File: config.mk
export PLATFORM = sky130hd
export DESIGN_NAME = fetch_buffer
export DESIGN_NICKNAME = d
export VERILOG_FILES = /design/src/rtl/mollusc_pkg.sv /design/src/rtl/fetch_fifo.sv /design/src/rtl/fetch_buffer.sv
export SDC_FILE = /design/constraint.sdc
export NUM_CORES = 1
export LEC_CHECK = 0
export BUFFER_PORTS_ARGS = -buffer_cell sky130_fd_sc_hd__buf_2
export CORE_ASPECT_RATIO = 1.1
export CORE_MARGIN = 10
export CORE_UTILIZATION = 50
export CTS_BUF_LIST = sky130_fd_sc_hd__clkbuf_4 sky130_fd_sc_hd__clkbuf_8 sky130_fd_sc_hd__clkbuf_16
export CTS_CLUSTER_DIAMETER = 60
export DETAILED_ROUTE_END_ITERATION = 8
export GPL_TIMING_DRIVEN = 0
export HOLD_SLACK_MARGIN = 0.03
export PLACE_DENSITY = 0.73
export SLEW_MARGIN = 20
export SYNTH_ARGS = -nofsm -noshare
export SYNTH_HDL_FRONTEND = slang
export SYNTH_SLANG_ARGS = --single-unit
export TNS_END_PERCENT = 30
File: constraint.sdc
create_clock -name clk -period 2.59 [get_ports clk]
set_input_delay 0.518 -clock clk [delete_from_list [all_inputs] [get_ports clk]]
set_output_delay 0.518 -clock clk [all_outputs]
set_load 0.01 [all_outputs]
File: src/rtl/mollusc_pkg.sv
// Shared types for the mollusc core: machine word, fetch queue entry, reset PC.
package mollusc_pkg;

  localparam int XLEN = 32;

  typedef logic [XLEN-1:0] word_t;

  typedef struct packed {
    word_t pc;
    word_t instr;
  } fetch_entry_t;

  localparam word_t RESET_PC_DEFAULT = 32'h0000_0000;

endpackage

File: src/rtl/fetch_fifo.sv
// Synchronous FIFO of fetch entries with flush (priority over push) and occupancy count.
module fetch_fifo
  import mollusc_pkg::*;
#(
  parameter int DEPTH = 4
) (
  input  logic                       clk,
  input  logic                       rst_n,
  input  logic                       flush,
  input  logic                       push,
  input  fetch_entry_t               push_data,
  input  logic                       pop,
  output fetch_entry_t               head,
  output logic [$clog2(DEPTH):0]     count
);

  localparam int AW = $clog2(DEPTH);
  localparam int CW = AW + 1;

  fetch_entry_t   store [DEPTH];
  logic [AW-1:0]  wr_ptr;
  logic [AW-1:0]  rd_ptr;

  assign head = store[rd_ptr];

  always_ff @(posedge clk or negedge rst_n) begin
    if (!rst_n) begin
      wr_ptr <= '0;
      rd_ptr <= '0;
      count  <= '0;
    end else if (flush) begin
      wr_ptr <= '0;
      rd_ptr <= '0;
      count  <= '0;
    end else begin
      if (push) wr_ptr <= wr_ptr + AW'(1);
      if (pop)  rd_ptr <= rd_ptr + AW'(1);
      count <= count + CW'(push) - CW'(pop);
    end
  end

  // Storage carries data only, so it is left out of reset.
  always_ff @(posedge clk) begin
    if (push && !flush) store[wr_ptr] <= push_data;
  end

endmodule

File: src/rtl/fetch_buffer.sv
// Instruction prefetch buffer: sequential fetch issue, single in-flight read, jump flush.
// Optional FETCH_BUFFER_BYPASS_EN forwards a returning word straight to decode when the queue is empty.
module fetch_buffer
  import mollusc_pkg::*;
#(
  parameter int    DEPTH    = 4,
  parameter word_t RESET_PC = RESET_PC_DEFAULT
) (
  input  logic        clk,
  input  logic        rst_n,
  input  logic        jump,
  input  logic [31:0] jump_addr,
  output logic        mem_req,
  output logic [29:0] mem_addr,
  input  logic [31:0] mem_data,
  output logic        out_valid,
  output logic [31:0] out_instr,
  output logic [31:0] out_pc,
  input  logic        out_ready
);

  localparam int CW = $clog2(DEPTH) + 1;

  logic [CW-1:0] count;
  fetch_entry_t  head;
  fetch_entry_t  push_entry;
  logic          push;
  logic          pop;
  logic          empty;
  logic          issue;
  logic          inflight;
  word_t         fetch_pc;
  word_t         inflight_pc;
  word_t         jump_pc;
  logic          unused_jump_lsbs;

  assign unused_jump_lsbs = ^jump_addr[1:0];
  assign jump_pc          = {jump_addr[31:2], 2'b00};
  assign empty            = (count == '0);

  // Credit uses registered occupancy only; a pop this cycle frees nothing until next cycle.
  assign issue    = rst_n && (jump || ((count + CW'(inflight)) < CW'(DEPTH)));
  assign mem_req  = issue;
  assign mem_addr = jump ? jump_addr[31:2] : fetch_pc[31:2];

  assign push_entry = '{pc: inflight_pc, instr: mem_data};

`ifdef FETCH_BUFFER_BYPASS_EN
  logic byp;
  assign byp       = empty && inflight && !jump;
  assign out_valid = !jump && (!empty || byp);
  assign out_instr = !empty ? head.instr : (byp ? mem_data    : '0);
  assign out_pc    = !empty ? head.pc    : (byp ? inflight_pc : '0);
  assign push      = inflight && !jump && !(byp && out_ready);
`else
  assign out_valid = !jump && !empty;
  assign out_instr = empty ? '0 : head.instr;
  assign out_pc    = empty ? '0 : head.pc;
  assign push      = inflight && !jump;
`endif

  assign pop = out_valid && out_ready && !empty;

  fetch_fifo #(
    .DEPTH (DEPTH)
  ) u_fifo (
    .clk       (clk),
    .rst_n     (rst_n),
    .flush     (jump),
    .push      (push),
    .push_data (push_entry),
    .pop       (pop),
    .head      (head),
    .count     (count)
  );

  always_ff @(posedge clk or negedge rst_n) begin
    if (!rst_n) begin
      fetch_pc <= RESET_PC;
      inflight <= 1'b0;
    end else begin
      inflight <= issue;
      if (jump)       fetch_pc <= jump_pc + 32'd4;
      else if (issue) fetch_pc <= fetch_pc + 32'd4;
    end
  end

  // PC tag of the outstanding read; only meaningful while inflight is set.
  always_ff @(posedge clk) begin
    if (jump)       inflight_pc <= jump_pc;
    else if (issue) inflight_pc <= fetch_pc;
  end

endmodule

==> flow_summary.json, run 1 <==
{
  "synthMuxAreaShare": 0.133,
  "holdCritPathClass": "in -> async",
  "synthAdderAreaFrac": 0.00821,
  "start_kind": "flop",
  "ys_warn_count": 0,
  "finalHoldViolations": 0,
  "insertion_delay_ps": 550,
  "maxCapViolCount": 0,
  "ant_nets": 0,
  "power.switching_uw": 4140,
  "firstDrtPassIters": 6,
  "cp_slowest_stage_delay_ps": 550,
  "maxSlewHeadroom": 0.339,
  "crit_top_cell": "buf_6",
  "cts_sinks": 316,
  "io-pin-count": 164,
  "worst_pin_slew_ps": 991,
  "diodes": 0,
  "ys_types": 47,
  "die-area_um2": 33100,
  "crit_required_ps": 2070,
  "place_area_um2": 14500,
  "endpoint_kind": "output port",
  "tns_ps": -745,
  "period_needed_ps": 2640,
  "cts_tree": "done",
  "power_frac_seq": 0.424,
  "worstSetupPathType": "reg -> out",
  "regToRegSetupSlack_ps": 190,
  "cts_buffers": 31,
  "yosys.area_share.simple": 0.0830,
  "htreeDepth": 1,
  "grt_pass1_wl_um": 44900,
  "synth_area_um2": 13100,
  "clkSlewWorstSetupHoldPaths_ps": 60,
  "die_x_um": 174,
  "grt.overflow.total": 0,
  "synth_xor_area_frac": 0.0134,
  "syn_inst": 742,
  "fin_util": 0.621,
  "power_frac_clock": 0.287,
  "p_leak_uw": 0.00588,
  "drt-total-wl_um": 29300,
  "fin_ws_ps": -52.4,
  "synth_top_family_by_area": "multiplexers",
  "crit_path_cell_trace": "buf_6, buf_12, mux4_2, and2_4, buf_6",
  "worst_path_dominant_cell_family": "multiplexers",
  "design.core.area_um2": 26000,
  "arrival_ps": 2120,
  "grt_pass1_vias": 7835,
  "layout-drive-gt1-share": 0.405,
  "drc_errors": 0,
  "critical_path.max_fanout": 5,
  "worst-path-buf-inv": 3,
  "drv_slew": 0,
  "viasPerCell": 5.58,
  "pwr-share-comb": 0.288,
  "synth-edff-count": 278,
  "total_power_uw": 15200,
  "final_cell_mix": "edfxtp_1 (278), buf_2 (130), mux4_2 (62)",
  "die_h_um": 190,
  "status": "finished with violations",
  "ys_seq_area_frac": 0.710,
  "grt_max_degree": 42,
  "start_util": 0.504,
  "powerDensity_nw_per_um2": 942,
  "synth_seq_cells": 316,
  "wire_per_inst_um": 22.1,
  "peakVddDrop_v": 0.000490,
  "ys.flop_type": "edfxtp_1",
  "layout_commonest_cell": "edfxtp_1",
  "routabilityCongestion": 0.882,
  "synth_compound_area_frac": 0.0325,
  "area_growth_pct": 23.3,
  "intPower_uw": 11100,
  "antenna_found_initial": 0,
  "nets": 1025,
  "synthArstFlopShare": 0.120,
  "post-dp-hpwl_um": 19400,
  "clock_path_buffers": 3,
  "crit_slowest_cell": "mux4_2",
  "drt_iter0_drc": 626,
  "skew_ps": 14.7,
  "finalSetupViolations": 43,
  "syn_area_per_cell_um2": 17.7,
  "grt_use_total": 0.172,
  "rsz0062_at_grt": "true",
  "rows": 62,
  "netSwitchingFraction": 0.272,
  "cts_root_buf": "clkbuf_16",
  "vias": 7396,
  "fill_cells": 1924,
  "max_freq_mhz": 378,
  "min_period_over_period": 1.02,
  "fin_area_um2": 16100,
  "violations": "setup timing",
  "numPortBuffers": 158
}
==> worst register-to-register path: stages (launching register included) <==
cell	delay, ps
dfrtp_1	440
nand3_1	120
xor2_1	350
a21oi_1	220
buf_2	320
clkbuf_2	280
inv_6	330
==> synth_stat cells, types with 2 or more instances <==
library cell / n / area (um^2)
edfxtp_1: 278 / 8350
and2_1: 67 / 419
mux4_2: 62 / 1400
nand2_1: 41 / 154
dfrtp_1: 38 / 951
mux2_2: 24 / 270
nand3_1: 20 / 100
clkbuf_1: 19 / 71.3
inv_1: 15 / 56.3
o21ai_0: 14 / 70.1
buf_2: 13 / 65.1
and3_1: 12 / 75.1
nand3b_1: 12 / 90.1
o31ai_1: 12 / 90.1
a21oi_1: 11 / 55.1
xnor2_1: 10 / 87.6
xor2_1: 10 / 87.6
mux2i_1: 8 / 80.1
nand4_1: 8 / 50.1
a22oi_1: 7 / 52.6
ha_1: 7 / 87.6
nor2_1: 7 / 26.3
buf_4: 4 / 30.0
nor2b_1: 4 / 25.0
a211oi_1: 3 / 22.5
a222oi_1: 3 / 30.0
and4_1: 3 / 26.3
nand4b_1: 3 / 26.3
nor4_1: 3 / 18.8
a31oi_1: 2 / 12.5
buf_1: 2 / 7.51
nand3b_4: 2 / 40.0
o21a_1: 2 / 15.0
o31a_1: 2 / 17.5
o31ai_2: 2 / 25.0
==> state kept, by name, summed over array words and instances (netlist names) <==
signal,cells
u_fifo.store,248
u_fifo.wr_ptr,2
inflight_pc,30
u_fifo.rd_ptr,2
fetch_pc,30
inflight,1
u_fifo.count,3
==> final cells by class <==
class,count,area [um^2],area share
multi-input cells,372,3670,0.227
inverters,15,61.3,0.00380
plain buffers,38,352,0.0218
clock buffers,35,806,0.0499
clock inverters,23,196,0.0122
well taps,352,440,0.0273
repair buffers,175,1320,0.0817
flip-flops and latches,316,9300,0.576
==> layer usage <==
layer  GRT usage  routed length (um)
met5           0                   0
met4      0.0500                 572
met3      0.0383                1950
met2       0.288               14500
met1       0.222               12300
==> what timing repair did <==
action,4_1_cts,5_1_grt
hold buffers,0,0
pin swaps,2,42
resized for setup,54,93
gates cloned,0,6
setup endpoints to repair,94,92
buffers inserted,6,1
==> per-stage QoR <==
stage / cells / hold WS [ps] / setup WS [ps]
global placement: 1253 / 465 / -1190
global route: 1326 / 157 / -114
floorplan: 743 / 222 / 27.5
detailed placement: 1257 / 472 / -705
finish: 1326 / 121 / -52.4
CTS: 1319 / 127 / -97.9
==> cells by family after synthesis <==
logic type / Yosys count
simple gates: 186
fa+ha+maj: 8
flops: 316
xor+xnor: 20
other cells: 1
mux: 94
buf+inv: 55
compound gates: 62
==> power by group through the flow <==
stage,sequential (uW),clock (uW),combinational (uW)
2_1_floorplan,6430,0,2140
3_3_place_gp,6510,0,3340
3_5_place_dp,6530,0,3400
4_1_cts,6440,4460,3680
5_1_grt,6500,4680,4750
6_report,6450,4370,4380
==> worst paths after layout <==
check,endpoint,depth (start not counted),startpoint
setup / recovery,out_pc[21],5,u_fifo.rd_ptr[0]
hold / removal,fetch_pc[24],1,rst_n
setup reg to reg,inflight_pc[2],6,u_fifo.count[1]
hold reg to reg,fetch_pc[30],2,fetch_pc[30]
max in group asynchronous,u_fifo.rd_ptr[0],1,rst_n
min in group clk,u_fifo.store[1][7],1,mem_data[7]
(Power assumes the default switching activity.)
==> run 2: changes to the inputs <==
--- a/config.mk
+++ b/config.mk
@@ -8,13 +8,14 @@
 export BUFFER_PORTS_ARGS = -buffer_cell sky130_fd_sc_hd__buf_2
 export CORE_ASPECT_RATIO = 1.1
 export CORE_MARGIN = 10
-export CORE_UTILIZATION = 50
+export CORE_UTILIZATION = 52
 export CTS_BUF_LIST = sky130_fd_sc_hd__clkbuf_4 sky130_fd_sc_hd__clkbuf_8 sky130_fd_sc_hd__clkbuf_16
 export CTS_CLUSTER_DIAMETER = 60
 export DETAILED_ROUTE_END_ITERATION = 8
 export GPL_TIMING_DRIVEN = 0
 export HOLD_SLACK_MARGIN = 0.03
-export PLACE_DENSITY = 0.73
+export PLACE_DENSITY = 0.76
+export RECOVER_POWER = 25
 export SLEW_MARGIN = 20
 export SYNTH_ARGS = -nofsm -noshare
 export SYNTH_HDL_FRONTEND = slang
==> flow_summary.json, run 2 (same netlist as run 1, synthesis figures left out) <==
{
  "total_power_uw": 14300,
  "largest_reg_flops": 248,
  "cts_tree": "done",
  "period_needed_ps": 2610,
  "start_util": 0.532,
  "final_cell_mix": "edfxtp_1 (278), buf_2 (116), mux4_2 (62)",
  "diodes": 0,
  "worst_pin_slew_ps": 1020,
  "firstDrtPassIters": 6,
  "worstSetupPathType": "reg -> out",
  "peakVddDrop_v": 0.000520,
  "grt_pass1_wl_um": 45300,
  "grt_use_total": 0.181,
  "finalHoldViolations": 0,
  "grt_max_degree": 45,
  "fill_cells": 1779,
  "violations": "setup timing",
  "crit_slowest_cell": "mux4_2",
  "cts_buffers": 31,
  "cp_slowest_stage_delay_ps": 490,
  "crit_path_cell_trace": "buf_12, buf_8, mux4_2, and2_1, buf_2",
  "clkSlewWorstSetupHoldPaths_ps": 70,
  "layout-drive-gt1-share": 0.343,
  "wire_per_inst_um": 23.1,
  "antenna_found_initial": 0,
  "clock_path_buffers": 3,
  "maxCapViolCount": 0,
  "nets": 1015,
  "holdCritPathClass": "in -> async",
  "min_period_over_period": 1.01,
  "drv_slew": 0,
  "layout_commonest_cell": "edfxtp_1",
  "finalSetupViolations": 7,
  "start_kind": "flop",
  "critical_path.max_fanout": 10,
  "p_leak_uw": 0.00561,
  "top_regs": "u_fifo.store x248, fetch_pc x30, inflight_pc x30",
  "drt_iter0_drc": 630,
  "crit_required_ps": 2070,
  "ant_nets": 0,
  "skew_ps": 12.1,
  "drt-total-wl_um": 29300,
  "die_h_um": 186,
  "routabilityCongestion": 0.923,
  "grt.overflow.total": 0,
  "io-pin-count": 164,
  "viasPerCell": 5.79,
  "htreeDepth": 1,
  "drc_errors": 0,
  "max_freq_mhz": 383,
  "largest-register": "u_fifo.store",
  "die_x_um": 171,
  "insertion_delay_ps": 550,
  "tns_ps": -71.2,
  "design.core.area_um2": 24600,
  "grt_pass1_vias": 7717,
  "arrival_ps": 2090,
  "rsz0062_at_grt": "true",
  "numPortBuffers": 158,
  "powerDensity_nw_per_um2": 918,
  "die-area_um2": 32000,
  "post-dp-hpwl_um": 19700,
  "endpoint_kind": "output port",
  "fin_ws_ps": -21.8,
  "cts_sinks": 316,
  "rows": 60,
  "cts_root_buf": "clkbuf_16",
  "area_growth_pct": 19.0,
  "maxSlewHeadroom": 0.323,
  "status": "finished with violations",
  "vias": 7347
}
run 2: changes by cell type in the layout (fill, tap and decap cells not counted), moves of 4 or more:
cell / delta
buf_6: -23
clkbuf_16: -6
buf_2: -14
and2_1: +20
clkinv_2: -4
clkbuf_1: +34
clkbuf_2: -4
clkbuf_4: +7
buf_4: +4
buf_12: -5
and2_4: -20
run 2: final timing paths:
check,slack (ps),end,depth (start not counted),startpoint
min in group clk,240,u_fifo.store[0][8],1,mem_data[8]
max in group asynchronous,1740,u_fifo.rd_ptr[1],1,rst_n
setup reg to reg,140,fetch_pc[31],7,inflight
hold / removal,140,fetch_pc[18],1,rst_n
setup / recovery,-20,out_pc[2],5,u_fifo.rd_ptr[0]
hold reg to reg,500,u_fifo.store[0][50],0,inflight_pc[18]
run 2: where the power goes:
group / switching (uW) / internal, uW / leakage, uW
clock: 1770 / 2290 / 0.000457
combinational: 1890 / 1910 / 0.00212
sequential: 302 / 6150 / 0.00303
run 2: routing by layer:
layer  GRT usage  part of all wire
met1       0.243              0.41
met3      0.0375             0.075
met4      0.0388             0.012
met5           0                 0
met2       0.299              0.50
run 2: worst max-delay path, delay by kind of cell (launching register included):
family | cells | cell delay [ps]
multiplexers | 1 | 490
flip-flops | 1 | 390
AND/OR/NAND/NOR | 1 | 190
buffers and inverters | 3 | 460
run 2: layout make-up:
type | instances | area (um^2) | area share
buffer | 36 | 327 | 0.0209
clock buffer | 41 | 851 | 0.0546
clock inverter | 11 | 58.8 | 0.00377
inverter | 15 | 58.8 | 0.00377
multi-input combinational | 372 | 3620 | 0.232
sequential | 316 | 9300 | 0.597
tap | 310 | 388 | 0.0249
timing repair buffer | 167 | 991 | 0.0635
run 2: through the flow:
step                      setup slack, ps  utilization  area (um^2)  std cells  hold WS [ps]
final                               -21.8        0.633        15600       1268           144
after global routing                 -102        0.633        15600       1268           190
after CTS                           -75.9        0.630        15500       1267           158
after detailed placement             -776        0.586        14400       1215           478
after global placement              -1170        0.581        14300       1211           465
after floorplan                      27.5            -        13100        743           222
run 2: timing repair:
| item | CTS | global route |
|---|---|---|
| hold buffers | 0 | 0 |
| pin swaps | 4 | 10 |
| setup endpoints to repair | 95 | 60 |
| buffers inserted | 3 | 2 |
| resized for setup | 53 | 32 |
==> run 3: changes to the inputs <==
--- a/config.mk
+++ b/config.mk
@@ -14,7 +14,7 @@
 export DETAILED_ROUTE_END_ITERATION = 8
 export GPL_TIMING_DRIVEN = 0
 export HOLD_SLACK_MARGIN = 0.03
-export PLACE_DENSITY = 0.76
+export PLACE_DENSITY_LB_ADDON = 0.1
 export RECOVER_POWER = 25
 export SLEW_MARGIN = 20
 export SYNTH_ARGS = -nofsm -noshare
==> flow_summary.json, run 3 (same netlist as run 1, synthesis figures left out) <==
{
  "status": "finished, final reports clean",
  "start_util": 0.532,
  "cts_tree": "done",
  "diodes": 0,
  "nets": 1020,
  "grt_use_total": 0.185,
  "firstDrtPassIters": 5,
  "place_area_um2": 14400,
  "finalHoldViolations": 0,
  "vias": 7459,
  "powerDensity_nw_per_um2": 940,
  "critical_path.max_fanout": 10,
  "startpoint": "u_fifo.rd_ptr[0]",
  "largest_reg_flops": 248,
  "viasPerCell": 5.84,
  "grt_max_degree": 42,
  "clkSlewWorstSetupHoldPaths_ps": 60,
  "clock_path_buffers": 3,
  "drt_iter0_drc": 557,
  "max_freq_mhz": 389,
  "maxSlewHeadroom": 0.337,
  "dpl_worst_slack_ps": -746,
  "maxCapViolCount": 0,
  "numPortBuffers": 158,
  "wire_per_inst_um": 23.0,
  "die_h_um": 186,
  "holdCritPathClass": "in -> reg",
  "die_x_um": 171,
  "multi_input_area_um2": 3580,
  "largest-register": "u_fifo.store",
  "endpoint_kind": "output port",
  "grt.overflow.total": 0,
  "die-area_um2": 32000,
  "worst_path_dominant_cell_family": "multiplexers",
  "design.core.area_um2": 24600,
  "grt_pass1_vias": 7965,
  "worstSetupPathType": "reg -> out",
  "fin_area_um2": 15700,
  "total_power_uw": 14700,
  "drv_slew": 0,
  "cp_slowest_stage_delay_ps": 520,
  "arrival_ps": 2060,
  "drt-total-wl_um": 29400,
  "crit_required_ps": 2070,
  "finalSetupViolations": 0,
  "area_growth_pct": 19.7,
  "hp-start": "mem_data[25]",
  "htreeDepth": 2,
  "crit_slowest_cell": "mux4_2",
  "worst_pin_slew_ps": 991,
  "ff_latch_area_um2": 9300,
  "p_leak_uw": 0.00568,
  "final_cell_mix": "edfxtp_1 (278), buf_2 (131), and2_1 (63)",
  "top_regs": "u_fifo.store x248, fetch_pc x30, inflight_pc x30",
  "min_period_over_period": 0.994,
  "cts_sinks": 316,
  "skew_ps": 14.4,
  "start_kind": "flop",
  "fill_cells": 1809,
  "fin_ws_ps": 16.8,
  "rsz0062_at_grt": "true",
  "peakVddDrop_v": 0.000471,
  "ant_nets": 0,
  "worst-path-buf-inv": 3,
  "layout_commonest_cell": "edfxtp_1",
  "insertion_delay_ps": 510,
  "drc_errors": 0,
  "layout-drive-gt1-share": 0.332,
  "r2r-start": "u_fifo.count[0]",
  "post-dp-hpwl_um": 19900,
  "cts_root_buf": "clkbuf_16",
  "period_needed_ps": 2570,
  "routabilityCongestion": 0.912,
  "crit_path_cell_trace": "buf_12, buf_6, mux4_2, and2_1, buf_2",
  "cts_buffers": 34,
  "hold_ws_ps": 279,
  "antenna_found_initial": 0,
  "rows": 60,
  "tns_ps": 0,
  "grt_pass1_wl_um": 45600,
  "io-pin-count": 164
}
run 3: cell types whose count changed in the layout (fill, tap and decap cells not counted), moves of 3 or more:
| cell | previous run | this run |
|---|---|---|
| and2_1 | 47 | 63 |
| and2_4 | 20 | 4 |
| buf_2 | 116 | 131 |
| buf_6 | 17 | 4 |
| clkbuf_16 | 31 | 37 |
| buf_4 | 12 | 9 |
| clkbuf_2 | 1 | 4 |
run 3: timing repair:
action,in CTS,in global routing
endpoints found under the setup margin,95,64
hold endpoints to repair,19,0
setup buffers,3,1
hold buffers,2,0
resized for setup,37,14
cloned,1,0
run 3: where the power goes:
part | switching (uW) | internal, uW | leakage [uW]
sequential | 301 | 6150 | 0.00303
clock | 1840 | 2920 | 0.000562
combinational | 1850 | 1680 | 0.00209
run 3: worst paths after layout:
| path | end | slack, ps | cells past startpoint |
|---|---|---|---|
| worst min-delay path | u_fifo.store[1][25] | 280 | 1 |
| worst min register to register | fetch_pc[30] | 490 | 2 |
| max in group asynchronous | fetch_pc[7] | 460 | 3 |
| worst max-delay path | out_pc[2] | 20 | 5 |
| min in group asynchronous | fetch_pc[30] | 460 | 2 |
| worst max register to register | u_fifo.count[2] | 220 | 11 |
run 3: area by class of cell:
class                   instances  area share
repair buffers                169      0.0593
plain buffers                  36      0.0193
inverters                      15     0.00375
flip-flops and latches        316       0.593
multi-input cells             372       0.228
well taps                     310      0.0247
clock inverters                13     0.00742
clock buffers                  47      0.0642
run 3: metrics by stage:
stage,utilization,instances
after detailed placement,0.586,1215
after CTS,0.637,1278
after global routing,0.637,1278
final,0.637,1278
after global placement,0.581,1211
after floorplan,-,743
run 3: worst register-to-register path, cell delays in order (launching register included):
cell and delay, ps:
dfrtp_1 400, or3_4 390, clkbuf_4 180, nand2_1 110
nor2_1 50, ha_1 270, inv_1 60, ha_1 130
inv_1 50, fa_1 380, xnor2_1 170, nor2_1 60
run 3: routing by layer:
metal	wire, um	share of wire	vias to the layer above	global-route usage
met2	14800	0.50	282	0.307
met4	649	0.022	0	0.0519
met1	11800	0.40	3800	0.236
met3	2210	0.075	52	0.0451
li1	-	-	3325	-
met5	0	0	-	0
